==> config.mk <==
export PLATFORM = sky130hd
export DESIGN_NAME = dmem_port_arbiter
export DESIGN_NICKNAME = d
export VERILOG_FILES = /design/src/rtl/dmem_port_arbiter.sv
export SDC_FILE = /design/constraint.sdc
export NUM_CORES = 1
export LEC_CHECK = 0
export ABC_AREA = 1
export BUFFER_PORTS_ARGS = -buffer_cell sky130_fd_sc_hd__buf_2
export CORE_MARGIN = 10
export CORE_UTILIZATION = 30
export CTS_BUF_LIST = sky130_fd_sc_hd__clkbuf_16
export CTS_CLUSTER_DIAMETER = 100
export CTS_CLUSTER_SIZE = 8
export DETAILED_ROUTE_END_ITERATION = 12
export PLACE_DENSITY_LB_ADDON = 0.3
export SLEW_MARGIN = 20
export SYNTH_ARGS = -nofsm -noshare
export SYNTH_HDL_FRONTEND = slang
export SYNTH_SLANG_ARGS = --single-unit
==> constraint.sdc <==
create_clock -name clock -period 1.99 [get_ports clock]
set_input_delay 0.2985 -clock clock [delete_from_list [all_inputs] [get_ports clock]]
set_output_delay 0.2985 -clock clock [all_outputs]
set_load 0.02 [all_outputs]
==> src/rtl/dmem_port_arbiter.sv <==
`default_nettype none
// +----------------------------------------------------------------------------+
// | dmem_port_arbiter: shares the single-port data RAM between the CPU MEM      |
// | stage (priority) and a peripheral master, with a starvation-forced stall.   |
// | Revision: 1.0                                                               |
// +----------------------------------------------------------------------------+
module dmem_port_arbiter #(
  parameter int ADDR_W       = 12,
  parameter int DATA_W       = 32,
  parameter int STARVE_LIMIT = 8
) (
  input  logic              clock,
  input  logic              reset,
  input  logic              cpu_active,
  input  logic              cpu_we,
  input  logic [ADDR_W-1:0] cpu_addr,
  input  logic [DATA_W-1:0] cpu_wdata,
  output logic [DATA_W-1:0] cpu_rdata,
  output logic              cpu_stall,
  input  logic              p_req,
  input  logic              p_we,
  input  logic [ADDR_W-1:0] p_addr,
  input  logic [DATA_W-1:0] p_wdata,
  output logic              p_gnt,
  output logic              p_rvalid,
  output logic [DATA_W-1:0] p_rdata,
  output logic              ram_we,
  output logic [ADDR_W-1:0] ram_addr,
  output logic [DATA_W-1:0] ram_wdata,
  input  logic [DATA_W-1:0] ram_rdata,
  output logic [15:0]       stall_count
);

  localparam int                 c_WAIT_W = 8;
  localparam logic [c_WAIT_W-1:0] c_LIMIT  = c_WAIT_W'(STARVE_LIMIT);
  localparam logic [c_WAIT_W-1:0] c_ONE    = c_WAIT_W'(1);
  localparam logic [15:0]         c_SAT    = 16'hFFFF;

  logic [c_WAIT_W-1:0] r_wait_cnt;
  logic                r_rd_pend;
  logic [DATA_W-1:0]   r_p_rdata;
  logic [15:0]         r_stall_count;

  logic w_force;
  logic w_grant_p;

  // Every combinational output is qualified by reset so the RAM and both
  // masters see an all-zero interface while reset is held low.
  always_comb begin
    w_force   = reset & p_req & cpu_active & (r_wait_cnt == c_LIMIT);
    w_grant_p = reset & p_req & (~cpu_active | w_force);
  end

  always_comb begin
    ram_we    = 1'b0;
    ram_addr  = '0;
    ram_wdata = '0;
    if (reset) begin
      if (w_grant_p) begin
        ram_we    = p_we;
        ram_addr  = p_addr;
        ram_wdata = p_wdata;
      end else begin
        ram_we    = cpu_we & cpu_active;
        ram_addr  = cpu_addr;
        ram_wdata = cpu_wdata;
      end
    end
  end

  always_comb begin
    cpu_rdata   = reset ? ram_rdata : '0;
    cpu_stall   = w_force;
    p_gnt       = w_grant_p;
    p_rvalid    = r_rd_pend;
    // Response cycle shows live RAM data; the register holds it afterwards.
    p_rdata     = r_rd_pend ? ram_rdata : r_p_rdata;
    stall_count = r_stall_count;
  end

  always_ff @(posedge clock or negedge reset) begin
    if (!reset) begin
      r_wait_cnt <= '0;
    end else if (!p_req || w_grant_p) begin
      r_wait_cnt <= '0;
    end else if (r_wait_cnt != c_LIMIT) begin
      r_wait_cnt <= r_wait_cnt + c_ONE;
    end
  end

  always_ff @(posedge clock or negedge reset) begin
    if (!reset) begin
      r_rd_pend <= 1'b0;
      r_p_rdata <= '0;
    end else begin
      r_rd_pend <= w_grant_p & ~p_we;
      if (r_rd_pend) begin
        r_p_rdata <= ram_rdata;
      end
    end
  end

  always_ff @(posedge clock or negedge reset) begin
    if (!reset) begin
      r_stall_count <= '0;
    end else if (w_force && (r_stall_count != c_SAT)) begin
      r_stall_count <= r_stall_count + 16'd1;
    end
  end

endmodule
`default_nettype wire

* Word level (Yosys, flattened, before mapping)
Index checks and enable logic that the tools add are counted.
** Storage, ports and cells
- Register bits after elaboration :: 57
- Input port bits :: 126
- Output and inout port bits :: 128
- Word-level logic and storage cells :: 32
** Cells by class
- Add/subtract/negate cells :: 2
- Eq/ne operators :: 3
- Muxes and demuxes :: 10
- Bitwise operators :: 9
- Reductions and logical operators :: 4
** Operators with widths (count)
- 2-to-1 mux 32 bit :: 4
- 2-to-1 mux 12 bit :: 2
- adder 16 x 1 -> 16 bit, second input constant :: 1
- 2-to-1 mux 8 bit :: 2
- != test 16 bit, second input constant :: 1
- adder 8 x 1 -> 8 bit, second input constant :: 1
- equality test 8 x 4 -> 1 bit, second input constant :: 1
- != test 8 x 4 -> 1 bit, second input constant :: 1
- bitwise AND 1 bit :: 6
- 2-to-1 mux 1 bit :: 2
- inverter 1 bit :: 2
- nonzero test 2 bit :: 1
- logical AND 1 bit :: 1
- logical NOT 1 bit :: 1
- logical OR 1 bit :: 1
- OR 1 bit :: 1

* Depth between registers and ports, before layout
Gate-level depths: netlist of the first run.
- Word-level depth :: 7
- Depth in mapped cells :: 10

* Worst setup path after synthesis of the first run
No wires, ideal clock.
- Path kind :: register to output
- From :: register r_wait_cnt[0]
- To :: output ram_we
- Arrival :: 1.513 ns
- Path slack :: 0.178 ns
- Cell stages (with the launch flop) :: 10
- Buffers on the path :: 1
- Cells stage by stage :: dfrtp_1 inv_1 ha_1 nand3_2 o21ai_1 nand2_1 buf_4 nand2_1 nand2_1 nor2_1
** On the way
- Longest elaborated chain between the ends :: 6
** Ends and longest elaborated chain
- start, declared :: line 39 : logic [c_WAIT_W-1:0] r_wait_cnt;
- start signal, assigned :: line 87 : r_wait_cnt <= r_wait_cnt + c_ONE;
- equality test 8 x 4 -> 1 bit :: line 50 : w_force = reset & p_req & cpu_active & (r_wait_cnt == c_LIMIT);
- bitwise AND 1 bit :: line 50
- OR 1 bit :: line 51 : w_grant_p = reset & p_req & (~cpu_active | w_force);
- bitwise AND 1 bit :: line 51
- 2-to-1 mux 1 bit :: line 59 : if (w_grant_p) begin
- 2-to-1 mux 1 bit :: line 58 : if (reset) begin
- end, declared :: line 27 : output logic ram_we,
Every way passes these cells.

* Worst setup path in the final report of the first run
- From :: register r_wait_cnt[0]
- To :: output ram_wdata[3]
** On the way
- Longest elaborated chain between the ends :: 6
** Ends and longest elaborated chain
- equality test 8 x 4 -> 1 bit :: line 50
- bitwise AND 1 bit :: line 50
- OR 1 bit :: line 51
- bitwise AND 1 bit :: line 51
- 2-to-1 mux 32 bit :: line 59
- 2-to-1 mux 32 bit :: line 58
- end, declared :: line 29 : output logic [DATA_W-1:0] ram_wdata,
Every way passes these cells.

==> flow_summary_export.csv, run 1 <==
group,metric,value,unit
timing,finalCritPeriodShare,1.11,
worst_setup_path,critPathMaxStageDelay,0.39,ns
final_layout,diodes,0,
clock_network,cts_tree,"built",
detailed_routing,drc,0,
outcome,status,"finished, violations left",
global_routing,grt_pass1_wl,22.5,mm
place,port_buffers,253,
synth,ys_ff_latch,57,
timing,final.setup.tns,-8.16,ns
pwr,leakage,3.53,nW
final_layout,fin_cells,915,
pwr,p_int,2.96,mW
clock_network,path_clk_slew,0.05,ns
global_routing,met1_usage,0.200,
detailed_routing,drtIter0Drc,313,
die,die_w,129,µm
die,die-area,0.0167,mm²
global_routing,grt_use_met2,0.292,
synth,ys_seq_area_frac,0.397,
synth,syn_nets,626,
die,start_util,0.310,
worst_setup_path,cp_max_fo,8,
flow_run,max_cap_viol_count,0,
outcome,violations,"negative setup slack",
place,dpl_worst_slack,0.104,ns
final_layout,drive_gt1_frac,0.486,
detailed_routing,antenna_left,0,
worst_setup_path,cp.required,1.69,ns
timing,tightest_slew,0.697,ns
clock_network,cts_root_buffer,"clkbuf_16",
clock_network,clock_path_buffers,2,
place,dp_hpwl,11.7,mm
pwr,p_per_area,702,mW/mm²
worst_setup_path,crit_slowest_cell,"dfrtp_1",
final_layout,final_cell_mix,"buf_2 (206), nand2_1 (197), dfrtp_1 (57), inv_1 (48), buf_6 (48)",
pwr,max-vdd-ir-drop,332,µV
place,dp.cells,881,
worst_setup_path,crit_family,"buffers and inverters",
timing,period_needed,2.22,ns
timing,hold_violations,0,
detailed_routing,finalWirelength,15.9,mm
timing,layout_setup_ws,-0.226,ns
clock_network,clock_sinks,57,
place,place_congestion,0.848,
global_routing,gr-total-overflow,0,
worst_setup_path,cp.arrival,1.92,ns
synth,synth_cells,497,
detailed_routing,via_per_inst,4.65,
clock_network,cts_buffers,9,
pwr,p_sw_frac,0.312,
pwr,clkPwrFrac,0.375,
clock_network,hold_buffers,0,
timing,setup_viol_count_final,47,
pwr,pwr-share-seq,0.313,
detailed_routing,vias,4253,
pwr,pwr-share-comb,0.312,
global_routing,met3_usage,0.0616,
die,die_y,129,µm
timing,rsz0062_at_grt,"true",
die,row_count,39,
final_layout,fillCellCount,1115,
final_layout,final_common_cell,"buf_2",
timing,relSlewSlack,0.535,
worst_setup_path,crit_type,"flop to primary output",
worst_setup_path,cp_cell_sequence,"inv_2 -> ha_4 -> nand3_4 -> o21ai_4 -> nand2_4 -> buf_12 -> clkbuf_16 -> nand3_1 -> nand2_1 -> buf_6",
synth,yosysWarnings,0,
detailed_routing,detail_route.wl_per_cell,17.3,µm
die,io_pins,254,
final_layout,design_area,0.00612,mm²
final_layout,fin_nets,896,
die,core-area,0.0116,mm²
pwr,switchingPower,1.34,mW
global_routing,grt_max_degree,135,
worst_setup_path,cp_num_buf_inv,4,
timing,clock_skew,0.00854,ns
detailed_routing,drtPass1Iterations,5,
clock_network,insertion_delay,0.32,ns
synth,ys_types,26,
global_routing,busiest_layer,"met2",
min_path,hold_class,"input pin to asynchronous set/reset pin",
synth,syn_area_per_cell,7.22,µm²
clock_network,h-tree-depth,3,
timing,whs,0.0334,ns
worst_setup_path,start_kind,"flop",
synth,syn_area,0.00359,mm²
global_routing,grtUsageTotal,0.172,
final_layout,syn_to_final_growth,70.6,%
global_routing,grt_pass1_vias,4001,
timing,max_freq,0.451,GHz
global_routing,antenna_found_initial,0,
worst_setup_path,critPathCaptureType,"primary output",
place,place_area,0.00505,mm²
timing,slew_viol_final,0,
stage by stage:
stage                     utilization  total power, mW
after floorplan                     -             2.01
after global placement          0.437             2.52
after detailed placement        0.437             2.54
after CTS                       0.487             4.25
after global routing            0.530             4.52
final                           0.530             4.30
per-layer routing:
layer | vias up | part of all wire
met4 | 0 | 0.020
li1 | 2092 | -
met2 | 220 | 0.49
met5 | - | 0
met3 | 27 | 0.10
met1 | 1914 | 0.39
Yosys cell counts:
cell type	number	area (µm²)
a21oi_1	3	15.0
buf_1	6	22.5
buf_2	8	40.0
buf_4	4	30.0
buf_8	1	15.0
clkbuf_1	5	18.8
dfrtp_1	57	1430
ha_1	3	37.5
inv_1	49	184
inv_2	3	11.3
mux2_1	2	22.5
mux2_2	30	338
nand2_1	214	803
nand2_2	1	6.26
nand2_4	2	22.5
nand3_1	53	265
nand3_2	2	20.0
nand4_1	6	37.5
nor2_1	27	101
nor2_2	1	6.26
nor2_4	4	45.0
nor3_1	2	10.0
o21ai_0	2	10.0
o21ai_1	1	5.00
xnor2_1	5	43.8
xor2_1	6	52.6
logic make-up (layout without fill, tap and decap cells):
group                      count (synthesis)  after routing  share of synthesized area
AOI/OAI and AO/OA                          6              6                    0.00836
xor gates and xnor gates                  11             11                     0.0268
adders and majority gates                  3              3                     0.0105
buffers and inverters                     76            351                     0.0896
DFF                                       57             57                      0.397
muxes                                     32             32                      0.100
and+or+nand+nor                          312            312                      0.367
state kept, by name (all words and copies together), names as in the netlist:
signal,count
r_wait_cnt,8
r_p_rdata,32
p_rvalid,1
stall_count,16
timing repair:
item	in CTS	in global routing
setup endpoints to repair	47	47
cloned	4	2
gates resized for setup	50	96
setup buffers	2	10
pin swaps	7	27
worst reg2reg max path: stages (launching register included):
cell	delay, ns
dfrtp_1	0.39
inv_2	0.08
ha_4	0.13
nand3_4	0.07
buf_4	0.15
buf_6	0.10
buf_4	0.13
nor2_4	0.13
nand3_4	0.10
buf_6	0.13
nor2_4	0.31
nand2_1	0.10
nand2_1	0.08
power groups by stage:
stage	Clock, mW	Sequential, mW	Combinational (mW)
after floorplan	0	1.36	0.658
after global placement	0	1.36	1.17
after detailed placement	0	1.37	1.18
after CTS	1.66	1.35	1.25
after global routing	1.72	1.36	1.44
final	1.61	1.34	1.34
final cells by class:
type,instances,area [µm²],share of cell area
Tap cell,143,179,0.0292
Timing Repair Buffer,283,2010,0.328
Sequential cell,57,1430,0.233
Clock buffer,9,225,0.0368
Inverter,52,203,0.0331
Multi-Input combinational cell,364,2000,0.326
Clock inverter,7,86.3,0.0141
final timing paths:
path                                                start                          to  slack [ns]  depth (start not counted)
worst min-delay path                                reset  stall_count[1]$_DFFE_PN0P_        0.03                          2
worst max register to register  r_wait_cnt[0]$_DFFE_PN0P_  stall_count[0]$_DFFE_PN0P_        0.03                         12
max in group asynchronous                           reset      r_p_rdata[4]$_DFF_PN0_        1.37                          2
min in group clock                           ram_rdata[4]      r_p_rdata[4]$_DFF_PN0_        0.23                          2
worst max-delay path            r_wait_cnt[0]$_DFFE_PN0P_                ram_wdata[3]       -0.23                         10
worst min register to register     r_p_rdata[4]$_DFF_PN0_      r_p_rdata[4]$_DFF_PN0_        0.48                          1
(Power assumes the default switching activity.)
==> run 2, diff against run 1 <==
CTS_CLUSTER_SIZE = 16   (was 8)
PLACE_DENSITY = 0.66   (was unset)
PLACE_DENSITY_LB_ADDON = unset   (was 0.3)
==> run 2 against run 1 <==
  * Hold slack worse by 0.0084 ns
  * The flow still finishes with violations (negative setup slack)
  * First-iteration DRC count down 19%
  * Largest cell class is now multi-input combinational cells
  * Die area unchanged
  * Non-clock buffer count down 6
  * Total power down 6.9%
  * Routed wire length down 5.9%
  * Largest power group is now sequential cells
  * Via count down 2.7%
  * Maximum frequency up 2.5%
  * Worst setup slack better by 0.054 ns
  * Clock power down 17%
==> flow_summary_export.csv, run 2 (synthesized netlist as in run 1, its figures left out) <==
group,metric,value,unit
pwr,clkPwrFrac,0.331,
detailed_routing,via_per_inst,4.55,
detailed_routing,detail_route.wl_per_cell,16.4,µm
worst_setup_path,crit_type,"flop to primary output",
pwr,p_total,4.00,mW
pwr,p_per_area,666,mW/mm²
pwr,pwr-share-comb,0.332,
worst_setup_path,critPathCaptureType,"primary output",
detailed_routing,antenna_left,0,
worst_setup_path,cp.arrival,1.86,ns
flow_run,max_cap_viol_count,0,
global_routing,grt_pass1_vias,3937,
clock_network,path_clk_slew,0.05,ns
die,die_y,129,µm
timing,slew_viol_final,0,
global_routing,grt_max_degree,97,
timing,tightest_slew,0.504,ns
clock_network,insertion_delay,0.32,ns
clock_network,cts_buffers,9,
timing,relSlewSlack,0.664,
clock_network,h-tree-depth,3,
place,dp_hpwl,11.1,mm
worst_setup_path,start_kind,"flop",
clock_network,cts_tree,"built",
pwr,leakage,3.45,nW
global_routing,grt_pass1_wl,21.3,mm
worst_setup_path,reg2reg_depth,10,
final_layout,fillCellCount,1109,
final_layout,largest_reg_flops,32,
die,start_util,0.310,
die,die-area,0.0167,mm²
timing,rsz0062_at_grt,"true",
final_layout,fin_cells,909,
final_layout,fin_nets,890,
clock_network,clock_path_buffers,2,
detailed_routing,drc,0,
detailed_routing,wl_met3,1.48,mm
place,port_buffers,253,
die,io_pins,254,
detailed_routing,vias,4140,
detailed_routing,top_layer_used,"met4",
place,place_congestion,0.883,
final_layout,syn_to_final_growth,67.4,%
die,core-area,0.0116,mm²
final_layout,drive_gt1_frac,0.493,
detailed_routing,finalWirelength,14.9,mm
pwr,p_sw_frac,0.327,
min_path,hold_class,"input pin to asynchronous set/reset pin",
outcome,violations,"negative setup slack",
global_routing,antenna_found_initial,0,
pwr,p_int,2.69,mW
timing,layout_setup_ws,-0.171,ns
worst_setup_path,rr_endpoint,"stall_count[2]$_DFFE_PN0P_",
final_layout,final_common_cell,"buf_2",
timing,max_freq,0.463,GHz
detailed_routing,drtPass1Iterations,5,
detailed_routing,drtIter0Drc,254,
timing,whs,0.0250,ns
global_routing,gr-total-overflow,0,
timing,finalCritPeriodShare,1.09,
clock_network,cts_root_buffer,"clkbuf_16",
timing,clock_skew,0.00627,ns
final_layout,diodes,0,
worst_setup_path,cp_max_fo,8,
timing,setup_viol_count_final,47,
timing,hold_violations,0,
die,row_count,39,
pwr,pwr-share-seq,0.336,
detailed_routing,wl_met2,7.53,mm
pwr,max-vdd-ir-drop,375,µV
final_layout,top_register,"r_p_rdata",
timing,period_needed,2.16,ns
pwr,switchingPower,1.31,mW
worst_setup_path,r2r_setup_slack,0.21,ns
clock_network,hold_buffers,0,
detailed_routing,met1_length,5.70,mm
die,die_w,129,µm
outcome,status,"finished, violations left",
worst_setup_path,rr_startpoint,"r_wait_cnt[0]$_DFFE_PN0P_",
global_routing,grtUsageTotal,0.159,
clock_network,clock_sinks,57,
final_layout,final_cell_mix,"buf_2 (206), nand2_1 (189), dfrtp_1 (57), inv_1 (47), buf_6 (44)",
place,dp.cells,881,
worst_setup_path,cp.required,1.69,ns
==> run 2: cell types whose count changed in the layout (fill, tap and decap cells not counted), sizes merged <==
cell	delta
bufinv	-2
clkinv	+2
buf	-10
inv	-2
clkbuf	+4
clkinvlp	+2
==> run 2: worst max path at each step <==
stage                    end                 startpoint  slack, ns
3_5_place_dp   ram_wdata[23]  r_wait_cnt[0]$_DFFE_PN0P_       0.12
5_1_grt        ram_wdata[13]  r_wait_cnt[0]$_DFFE_PN0P_      -0.26
6_report        ram_wdata[5]  r_wait_cnt[0]$_DFFE_PN0P_      -0.17
4_1_cts        ram_wdata[23]  r_wait_cnt[0]$_DFFE_PN0P_      -0.11
3_3_place_gp   ram_wdata[23]  r_wait_cnt[0]$_DFFE_PN0P_       0.14
2_1_floorplan         ram_we  r_wait_cnt[0]$_DFFE_PN0P_       0.18
==> run 2: final cells by class <==
class / count / area, µm² / share of cell area
Sequential cell: 57 / 1430 / 0.237
Timing Repair Buffer: 277 / 1900 / 0.317
Clock buffer: 9 / 225 / 0.0375
Clock inverter: 7 / 37.5 / 0.00624
Tap cell: 143 / 179 / 0.0298
Multi-Input combinational cell: 364 / 2040 / 0.339
Inverter: 52 / 200 / 0.0333
==> run 2: layer usage <==
layer,up-vias,track usage
met5,-,0
met4,0,0.0334
met3,22,0.0530
met2,164,0.284
met1,1881,0.182
li1,2073,-
==> run 2: stage by stage <==
step           setup slack (ns)   util  TNS (ns)  cell area (µm²)
6_report                 -0.171  0.520     -5.70             6010
5_1_grt                  -0.262  0.520    -10.19             6010
4_1_cts                  -0.114  0.486     -3.47             5620
3_5_place_dp              0.116  0.438         0             5060
3_3_place_gp              0.143  0.438         0             5060
2_1_floorplan             0.178      -         0             3590
==> run 2: critical path, cell delays in order, from the launching register on <==
cell       delay (ns)
dfrtp_1          0.39
inv_2            0.08
ha_4             0.14
nand3_4          0.07
o21ai_4          0.17
nand2_4          0.10
buf_12           0.16
clkbuf_16        0.16
nand3_1          0.07
nand2_1          0.08
buf_6            0.13
==> run 2: timing repair <==
action	4_1_cts	5_1_grt
cloned	0	6
setup endpoints to repair	46	47
endpoints found under the hold margin	0	0
pin swaps	4	18
buffers inserted	5	1
resized for setup	82	68
==> run 2: power groups by stage <==
stage	sequential, mW	combinational [mW]	clock [mW]
after floorplan	1.36	0.658	0
after global placement	1.36	1.15	0
after detailed placement	1.37	1.16	0
after CTS	1.35	1.25	1.39
after global routing	1.37	1.43	1.45
final	1.35	1.33	1.33
==> run 3, diff against run 2 <==
clock period = 2.1 ns   (was 1.99 ns; I/O delays follow)
==> run 3 against run 2 <==
  * The run still ends with negative setup slack left
  * Routed wire length up 0.16%
  * Final area is 1.7% higher
  * First-iteration DRC count shrank 35%
  * Sequential power down 5%
  * Flip-flop and latch count did not move
  * Non-clock buffer count down 2
  * Highest routed layer unchanged
  * Cell count is 0.22% lower
  * Clock skew is 0.0040 ns higher
  * Critical path depth up 1
  * Critical endpoint is now ram_wdata[22]
  * Largest cell class unchanged
  * Worst setup slack better by 0.079 ns
  * Count of clock-buffer cells in the layout unchanged
  * Clock power up 4%
==> flow_summary_export.csv, run 3 (synthesized netlist as in run 1, its figures left out) <==
group,metric,value,unit
final_layout,utilization,0.528,
timing,final.setup.tns,-1.91,ns
final_layout,final_cell_mix,"buf_2 (205), nand2_1 (143), nand2_2 (59), dfrtp_1 (57), nand3_1 (53)",
clock_network,hold_buffers,0,
worst_setup_path,critPathMostFrequentCell,"nand2_2",
flow_run,max_cap_viol_count,0,
timing,relSlewSlack,0.720,
timing,setup_viol_count_final,34,
global_routing,grtUsageTotal,0.161,
final_layout,fin_cells,907,
worst_setup_path,critPathCaptureType,"primary output",
outcome,violations,"negative setup slack",
worst_setup_path,cp_max_fo,5,
timing,hold_violations,0,
final_layout,top_register,"r_p_rdata",
clock_network,clock_sinks,57,
detailed_routing,drtPass1Iterations,4,
detailed_routing,detail_route.wl_per_cell,16.5,µm
pwr,leakage,3.53,nW
detailed_routing,drc,0,
detailed_routing,drtIter0Drc,165,
final_layout,largest_reg_flops,32,
detailed_routing,antenna_left,0,
min_path,hold_class,"input pin to asynchronous set/reset pin",
final_layout,diodes,0,
worst_setup_path,cp_cell_sequence,"inv_2 -> ha_4 -> nand3_4 -> o21ai_2 -> nand2_2 -> clkinv_4 -> buf_12 -> clkbuf_16 -> nand2_4 -> nand2_2 -> buf_6",
timing,layout_setup_ws,-0.0923,ns
die,io_pins,254,
pwr,p_per_area,644,mW/mm²
detailed_routing,via_per_inst,4.57,
clock_network,insertion_delay,0.32,ns
clock_network,cts_buffers,9,
global_routing,antenna_found_initial,0,
final_layout,syn_to_final_growth,70.2,%
timing,tightest_slew,0.420,ns
pwr,max-vdd-ir-drop,444,µV
place,port_buffers,253,
timing,max_freq,0.456,GHz
final_layout,final_common_cell,"buf_2",
clock_network,path_clk_slew,0.06,ns
timing,slew_viol_final,0,
clock_network,h-tree-depth,3,
place,dp_hpwl,11.1,mm
global_routing,gr-total-overflow,0,
global_routing,grt_max_degree,94,
die,die-area,0.0167,mm²
worst_setup_path,crit_slowest_cell,"dfrtp_1",
place,dp.cells,878,
worst_setup_path,cp.arrival,1.88,ns
worst_setup_path,crit_type,"flop to primary output",
clock_network,cts_root_buffer,"clkbuf_16",
clock_network,clock_path_buffers,2,
place,dpl_worst_slack,0.127,ns
place,place_congestion,0.910,
worst_setup_path,cp.required,1.78,ns
clock_network,cts_tree,"built",
detailed_routing,finalWirelength,15.0,mm
timing,period_needed,2.19,ns
detailed_routing,vias,4149,
die,row_count,39,
die,core-area,0.0116,mm²
die,die_y,129,µm
global_routing,grt_pass1_wl,21.6,mm
final_layout,drive_gt1_frac,0.537,
final_layout,fin_nets,888,
worst_setup_path,critPathMaxStageDelay,0.38,ns
global_routing,grt_pass1_vias,3927,
worst_setup_path,start_kind,"flop",
die,die_w,129,µm
outcome,status,"finished, violations left",
timing,rsz0062_at_grt,"true",
die,start_util,0.310,
timing,clock_skew,0.0103,ns
timing,finalCritPeriodShare,1.04,
## run 3: cell types whose count changed in the layout (fill, tap and decap cells not counted), sizes merged
| cell | before | now |
|---|---|---|
| clkbuf | 15 | 13 |
| clkinvlp | 2 | 0 |
| bufinv | 0 | 1 |
| inv | 51 | 52 |
## run 3: timing repair
item,CTS,global route
endpoints found under the setup margin,46,47
gates resized for setup,86,104
pin swaps,5,29
gates cloned,3,3
endpoints found under the hold margin,0,0
buffers inserted,3,4
## run 3: layer usage
layer	part of all wire	global-route usage	vias to the layer above
met5	0	0	-
met4	0.017	0.0475	0
met3	0.085	0.0477	24
met2	0.51	0.278	154
met1	0.39	0.189	1896
li1	-	-	2075
## run 3: worst paths after layout
kind	startpoint	to	slack, ns	depth (start not counted)
setup / recovery	r_wait_cnt[1]$_DFFE_PN0P_	ram_wdata[22]	-0.09	11
hold / removal	reset	stall_count[14]$_DFFE_PN0P_	0.04	2
setup reg to reg	r_wait_cnt[1]$_DFFE_PN0P_	stall_count[5]$_DFFE_PN0P_	0.35	10
hold reg to reg	r_p_rdata[4]$_DFF_PN0_	r_p_rdata[4]$_DFF_PN0_	0.49	1
max in group asynchronous	reset	r_wait_cnt[5]$_DFFE_PN0P_	1.57	3
min in group clock	ram_rdata[0]	r_p_rdata[0]$_DFF_PN0_	0.26	2
## run 3: critical path, delay by kind of cell, from the launching register on
kind | cells | cell delay [ns]
AO/OA/AOI/OAI | 1 | 0.16
adder cells (fa/ha/maj) | 1 | 0.13
buffers and inverters | 5 | 0.59
flip-flops | 1 | 0.38
AND/OR/NAND/NOR | 4 | 0.29
## run 3: stage by stage
step | power [mW] | hold WS [ns] | instance area (µm²)
global placement | 2.38 | 0.405 | 5030
floorplan | 1.91 | 0.0194 | 3590
global route | 4.15 | 0.0612 | 6110
CTS | 3.92 | 0.0601 | 5700
finish | 3.93 | 0.0432 | 6110
detailed placement | 2.39 | 0.406 | 5030
## run 3: layout make-up
class	count	area (µm²)
Tap cell	143	179
Sequential cell	57	1430
Inverter	52	200
Clock buffer	9	225
Clock inverter	7	62.6
Fill cell	1125	5450
Multi-Input combinational cell	364	2110
Timing Repair Buffer	275	1900
## run 3: where the power goes
group          switching, mW  internal (mW)
Sequential            0.0364           1.24
Clock                  0.474          0.904
Combinational          0.739          0.540
